`config.mk`:
```
export PLATFORM = sky130hd
export DESIGN_NAME = snn_window_scheduler
export DESIGN_NICKNAME = d
export VERILOG_FILES = /design/src/rtl/snn_sched_pkg.sv /design/src/rtl/snn_spike_counter.sv /design/src/rtl/snn_window_scheduler.sv
export SDC_FILE = /design/constraint.sdc
export NUM_CORES = 1
export LEC_CHECK = 0
export ABC_CLOCK_PERIOD_IN_PS = 3700
export BUFFER_PORTS_ARGS = -buffer_cell sky130_fd_sc_hd__buf_2
export CORE_MARGIN = 3
export CORE_UTILIZATION = 45
export CTS_BUF_LIST = sky130_fd_sc_hd__clkbuf_4
export DETAILED_ROUTE_END_ITERATION = 6
export SKIP_LAST_GASP = 1
export SLEW_MARGIN = 20
export SYNTH_ARGS = -nofsm -noshare
export SYNTH_HDL_FRONTEND = slang
export SYNTH_SLANG_ARGS = --single-unit
```
`constraint.sdc`:
```
create_clock -name clk -period 3.7 [get_ports clk]
set_input_delay 1.11 -clock clk [delete_from_list [all_inputs] [get_ports clk]]
set_output_delay 1.11 -clock clk [all_outputs]
set_load 0.005 [all_outputs]
```
`src/rtl/snn_sched_pkg.sv`:
```
// Shared types and width helpers for the SNN inference-window scheduler.
package snn_sched_pkg;

    typedef enum logic [2:0] {
        IDLE  = 3'd0,
        CLEAR = 3'd1,
        RUN   = 3'd2,
        EVAL  = 3'd3,
        DONE  = 3'd4
    } state_t;

    // Bits needed to index n items (0..n-1); never less than 1.
    function automatic int index_w(input int n);
        return (n <= 2) ? 1 : $clog2(n);
    endfunction

    // Bits needed to hold the value v itself; never less than 1.
    function automatic int value_w(input int v);
        return (v < 2) ? 1 : $clog2(v + 1);
    endfunction

endpackage

```
`src/rtl/snn_spike_counter.sv`:
```
// One saturating spike counter: clear wins over inc, and the count sticks at all-ones.
module snn_spike_counter #(
    parameter int CNT_W = 8
) (
    input  logic             clk,
    input  logic             rst,
    input  logic             clear,
    input  logic             inc,
    output logic [CNT_W-1:0] count,
    output logic [CNT_W-1:0] count_next
);

    always_comb begin
        count_next = count;
        if (clear) begin
            count_next = '0;
        end else if (inc && (count != '1)) begin
            count_next = count + 1'b1;
        end
    end

    always_ff @(posedge clk) begin
        if (rst) begin
            count <= '0;
        end else begin
            count <= count_next;
        end
    end

endmodule

```
`src/rtl/snn_window_scheduler.sv`:
```
// Sequences one SNN inference window and returns the argmax neuron over valid/ready.
// Optional feature macro: SNN_EARLY_STOP_EN (stop RUN once any count reaches EARLY_CNT).
module snn_window_scheduler
    import snn_sched_pkg::*;
#(
    parameter int N_NEURON    = 4,
    parameter int T_WINDOW    = 250,
    parameter int ENCODE_TIME = 23,
    parameter int STEP_DIV    = 50,
    parameter int CNT_W       = 8,
    parameter int EARLY_CNT   = 16
) (
    input  logic                        clk,
    input  logic                        rst,
    input  logic                        start,
    input  logic [N_NEURON-1:0]         spikes,
    output logic                        busy,
    output logic                        neuron_rst,
    output logic                        neuron_en,
    output logic                        enc_phase,
    output logic                        result_valid,
    input  logic                        result_ready,
    output logic [$clog2(N_NEURON)-1:0] winner_idx,
    output logic [CNT_W-1:0]            winner_cnt,
    output logic                        no_spike,
    output state_t                      fsm_state
);

    localparam int IDX_W  = $clog2(N_NEURON);
    localparam int DIV_W  = index_w(STEP_DIV);
    localparam int STEP_W = value_w(T_WINDOW);

`ifdef SNN_EARLY_STOP_EN
    localparam bit EARLY_STOP = 1'b1;
`else
    localparam bit EARLY_STOP = 1'b0;
`endif

    state_t             state;
    logic [DIV_W-1:0]   div;
    logic [STEP_W-1:0]  step;
    logic [STEP_W-1:0]  step_next;
    logic [IDX_W-1:0]   scan_idx;
    logic [IDX_W-1:0]   best_idx;
    logic [CNT_W-1:0]   best_cnt;
    logic [IDX_W-1:0]   eval_idx;
    logic [CNT_W-1:0]   eval_cnt;
    logic [CNT_W-1:0]   cnt      [N_NEURON];
    logic [CNT_W-1:0]   cnt_next [N_NEURON];
    logic               sample;
    logic               clear_cnt;
    logic               last_div;
    logic               last_step;
    logic               hit;
    logic               early_stop;

    assign fsm_state = state;

    // Spikes are taken one cycle after the enable pulse, when the array output has settled.
    assign sample    = (state == RUN) && (div == DIV_W'(1));
    assign clear_cnt = (state == CLEAR);
    assign last_div  = (div == DIV_W'(STEP_DIV - 1));
    assign last_step = (step == STEP_W'(T_WINDOW - 1));
    assign step_next = step + 1'b1;

    for (genvar g = 0; g < N_NEURON; g++) begin : g_cnt
        snn_spike_counter #(
            .CNT_W(CNT_W)
        ) u_cnt (
            .clk        (clk),
            .rst        (rst),
            .clear      (clear_cnt),
            .inc        (sample && spikes[g]),
            .count      (cnt[g]),
            .count_next (cnt_next[g])
        );
    end

    // Threshold is judged on the counts as they will be after this sample lands.
    always_comb begin
        hit = 1'b0;
        for (int i = 0; i < N_NEURON; i++) begin
            if (int'(cnt_next[i]) >= EARLY_CNT) begin
                hit = 1'b1;
            end
        end
    end

    assign early_stop = EARLY_STOP && sample && hit;

    // Strictly-greater replacement keeps the lowest index on ties.
    always_comb begin
        eval_idx = best_idx;
        eval_cnt = best_cnt;
        if (cnt[scan_idx] > best_cnt) begin
            eval_idx = scan_idx;
            eval_cnt = cnt[scan_idx];
        end
    end

    always_ff @(posedge clk) begin
        if (rst) begin
            state        <= IDLE;
            div          <= '0;
            step         <= '0;
            scan_idx     <= '0;
            best_idx     <= '0;
            best_cnt     <= '0;
            busy         <= 1'b0;
            neuron_rst   <= 1'b0;
            neuron_en    <= 1'b0;
            enc_phase    <= 1'b0;
            result_valid <= 1'b0;
            winner_idx   <= '0;
            winner_cnt   <= '0;
            no_spike     <= 1'b0;
        end else begin
            neuron_rst <= 1'b0;
            neuron_en  <= 1'b0;
            case (state)
                IDLE: begin
                    if (start) begin
                        state      <= CLEAR;
                        busy       <= 1'b1;
                        neuron_rst <= 1'b1;
                    end
                end
                CLEAR: begin
                    state     <= RUN;
                    div       <= '0;
                    step      <= '0;
                    neuron_en <= 1'b1;
                    enc_phase <= (ENCODE_TIME > 0);
                end
                RUN: begin
                    if (early_stop || (last_div && last_step)) begin
                        state     <= EVAL;
                        enc_phase <= 1'b0;
                        div       <= '0;
                        step      <= '0;
                        scan_idx  <= '0;
                        best_idx  <= '0;
                        best_cnt  <= '0;
                    end else if (last_div) begin
                        div       <= '0;
                        step      <= step_next;
                        neuron_en <= 1'b1;
                        enc_phase <= (step_next < STEP_W'(ENCODE_TIME));
                    end else begin
                        div <= div + 1'b1;
                    end
                end
                EVAL: begin
                    best_idx <= eval_idx;
                    best_cnt <= eval_cnt;
                    scan_idx <= scan_idx + 1'b1;
                    if (scan_idx == IDX_W'(N_NEURON - 1)) begin
                        state        <= DONE;
                        result_valid <= 1'b1;
                        winner_idx   <= eval_idx;
                        winner_cnt   <= eval_cnt;
                        no_spike     <= (eval_cnt == '0);
                    end
                end
                DONE: begin
                    if (result_ready) begin
                        state        <= IDLE;
                        busy         <= 1'b0;
                        result_valid <= 1'b0;
                    end
                end
                default: begin
                    state <= IDLE;
                    busy  <= 1'b0;
                end
            endcase
        end
    end

endmodule
```
==> impl_metrics.py <==
metrics = {
    "finish": {
        "area_growth_pct": 7.56,
        "drive_gt1_frac": 0.139,
        "final_cells": 620,
        "multiInputGateArea_mm2": 0.00249,
        "seq_area_mm2": 0.00154,
        "layout.filler_cells": 879,
        "mostFrequentLayoutCells": "77 x nor2_1, 77 x dfxtp_1, 32 x nand2_1",
        "num_antenna_cells": 0,
        "fin_nets": 533,
    },
    "sta": {
        "slew_violations": 0,
        "clock.fmax_ghz": 0.292,
        "finalSetupTns_ns": 0,
        "finalHoldWorstSlack_ns": 0.490,
        "hold_violations": 0,
        "rsz0062_at_grt": "no",
        "worst_pin_slew_ns": 1.16,
        "slew-limit-headroom": 0.218,
        "fin_worst_skew_ns": 0.0188,
        "layout_min_cycle_time_ns": 3.42,
        "fin_ws_ns": 0.279,
        "finalSetupViolations": 0,
        "period_share": 0.925,
    },
    "drt": {
        "antenna_left": 0,
        "avgRoutedWirePerCell_um": 16.4,
        "drcViolationCount": 0,
        "vias": 3676,
        "drtIter0Drc": 149,
        "via_per_inst": 5.93,
        "drt_wl_total_mm": 10.2,
        "drtPass1Iterations": 5,
    },
    "run": {
        "cap_viol_max_count": 0,
    },
    "global_routing": {
        "antenna_found_initial": 0,
        "grt_pass1_wl_mm": 16.7,
        "grt_max_degree": 40,
        "globalRouteTotalUtil": 0.199,
        "grt_pass1_vias": 3327,
        "grt.overflow.total": 0,
    },
    "die": {
        "core_mm2": 0.00889,
        "pin_count": 27,
        "fp.dieW_um": 103,
        "die_area_mm2": 0.0105,
        "initial_core_util": 0.473,
        "rows": 34,
        "die_h_um": 103,
    },
    "clock_network": {
        "post-cts-setup-buffer-count": 0,
        "cts_buffers": 9,
        "clkLatencyLatePin_ns": 0.43,
        "clock_tree.root_cell": "clkbuf_4",
        "post_cts_resized": 0,
        "cts_max_level": 3,
        "clk_pin_slew_ns": 0.12,
        "cts_sinks": 77,
        "clockBufferDepth": 2,
        "cts_hold_buffers": 0,
        "cts_tree": "yes",
    },
    "synthesis": {
        "yosys_warnings": 0,
        "synthCells": 489,
        "ys.flop_type": "dfxtp_1",
        "syn_avg_cell_area_um2": 8.60,
        "syn-num-nets": 515,
        "synth.yosys.seq_area_share": 0.367,
        "synth-edff-count": 0,
        "yosysUniqueCellTypes": 58,
        "ys_seq_elements": 77,
        "synth_area_mm2": 0.00420,
        "async_flop_share": 0,
    },
    "pwr": {
        "powerDensity_mw_per_mm2": 318,
        "fin_total_pwr_uw": 1440,
        "leakagePower_uw": 0.00162,
        "max-vdd-ir-drop_uv": 200,
    },
    "status": {
        "outcome": "finished, final reports clean",
    },
    "placement": {
        "place_congestion": 0.912,
        "pre_cts_slack_ns": 0.235,
        "dp_cells": 604,
        "hpwlAfterDp_mm": 7.21,
        "port-buffer-count": 26,
    },
    "worst_setup_path": {
        "slowest_stage": "dfxtp_1",
        "cp_data_arrival_time_ns": 3.70,
        "start_kind": "flop",
        "crit_fanout": 20,
        "worstSetupPathType": "flop to flop",
        "setup.worst_path.end_class": "flop",
        "slowest_delay_ns": 0.72,
        "worstPathRequired_ns": 3.98,
        "crit_chain": "mux4_2 > ha_1 > nand2_1 > o21ai_0 > nor2b_1 > or2_2 > a2111oi_0",
    },
    "hold_path": {
        "hp-class": "flop to flop",
    },
}
## final cells by class
cell class / count / share of cell area
multi-input cells: 375 / 0.552
flip-flops and latches: 77 / 0.341
repair buffers: 31 / 0.0371
well taps: 108 / 0.0299
clock buffers: 11 / 0.0183
clock inverters: 5 / 0.0113
inverters: 13 / 0.0108
## cell usage after synthesis, drive strengths merged (2+ instances only)
cell,count,area share
a2111oi,3,0.0077
a211oi,7,0.012
a21oi,31,0.040
a311oi,7,0.015
a31oi,4,0.0060
a32o,10,0.024
a41oi,2,0.0042
and2,2,0.0030
and3,5,0.0077
buf,12,0.021
clkbuf,12,0.011
dfxtp,77,0.37
ha,18,0.054
inv,13,0.012
mux2i,4,0.0095
mux4,8,0.043
nand2,32,0.029
nand2b,6,0.0089
nand3,24,0.030
nand3b,4,0.0071
nand4,15,0.022
nor2,78,0.070
nor2b,5,0.0074
nor3,13,0.015
nor3b,6,0.013
nor4,14,0.021
nor4b,2,0.0042
o211ai,5,0.0089
o21ai,17,0.022
o21bai,3,0.0054
o311a,6,0.014
o31ai,3,0.0054
or2,4,0.0060
or3,3,0.0060
or3b,2,0.0054
or4,7,0.012
xnor2,11,0.023
xor2,6,0.012
## metrics by stage
step	utilization	cell area (µm²)
after floorplan	-	4200
after global placement	0.492	4380
after detailed placement	0.492	4380
after CTS	0.507	4510
after global routing	0.509	4520
final	0.509	4520
## critical path: cells and delay by family, from the launching register on
kind | cells | cell delay (ns)
AND/OR/NAND/NOR | 3 | 1.17
flip-flops | 1 | 0.72
multiplexers | 1 | 0.64
AO/OA/AOI/OAI | 2 | 0.40
adder cells (fa/ha/maj) | 1 | 0.35
## state kept, by name, summed over array words and instances, names as in the netlist
name / cells
winner_idx: 2
best_cnt: 8
enc_phase: 1
step: 8
neuron_rst: 1
no_spike: 1
busy: 1
result_valid: 1
g_cnt.u_cnt.count: 32
fsm_state: 3
winner_cnt: 8
neuron_en: 1
div: 6
scan_idx: 2
best_idx: 2
## cell families (layout without fill, tap and decap cells)
kind of cell             Yosys count  in the layout  share of synthesized area
adder cells (fa/ha/maj)           18             18                     0.0536
XOR/XNOR                          17             17                     0.0354
multiplexers                      12             12                     0.0524
AO/OA/AOI/OAI                    104            104                      0.176
buffers and inverters             37             60                     0.0429
AND/OR/NAND/NOR                  224            224                      0.273
flip-flops                        77             77                      0.367
## per-layer routing
metal / vias up / routed length (µm) / part of all wire / global-route usage
met5: - / 0 / 0 / 0
li1: 1862 / - / - / -
met3: 16 / 425 / 0.042 / 0.0284
met1: 1714 / 4910 / 0.48 / 0.280
met2: 84 / 4650 / 0.46 / 0.311
met4: 0 / 191 / 0.019 / 0.0747
## report_power, final
group | internal, µW | total [µW] | switching, µW
sequential | 836 | 847 | 11.6
clock | 217 | 514 | 297
combinational | 27.9 | 78.1 | 50.2
## path summary, 6_finish.rpt
kind | end | slack (ns) | depth (start not counted) | startpoint
max | winner_cnt[0] | 0.28 | 7 | scan_idx[1]
min | best_idx[1] | 0.49 | 1 | best_idx[1]
min reg2reg | best_idx[1] | 0.49 | 1 | best_idx[1]
max reg2reg | winner_cnt[0] | 0.28 | 7 | scan_idx[1]
Power figures use the tool's default switching activity.
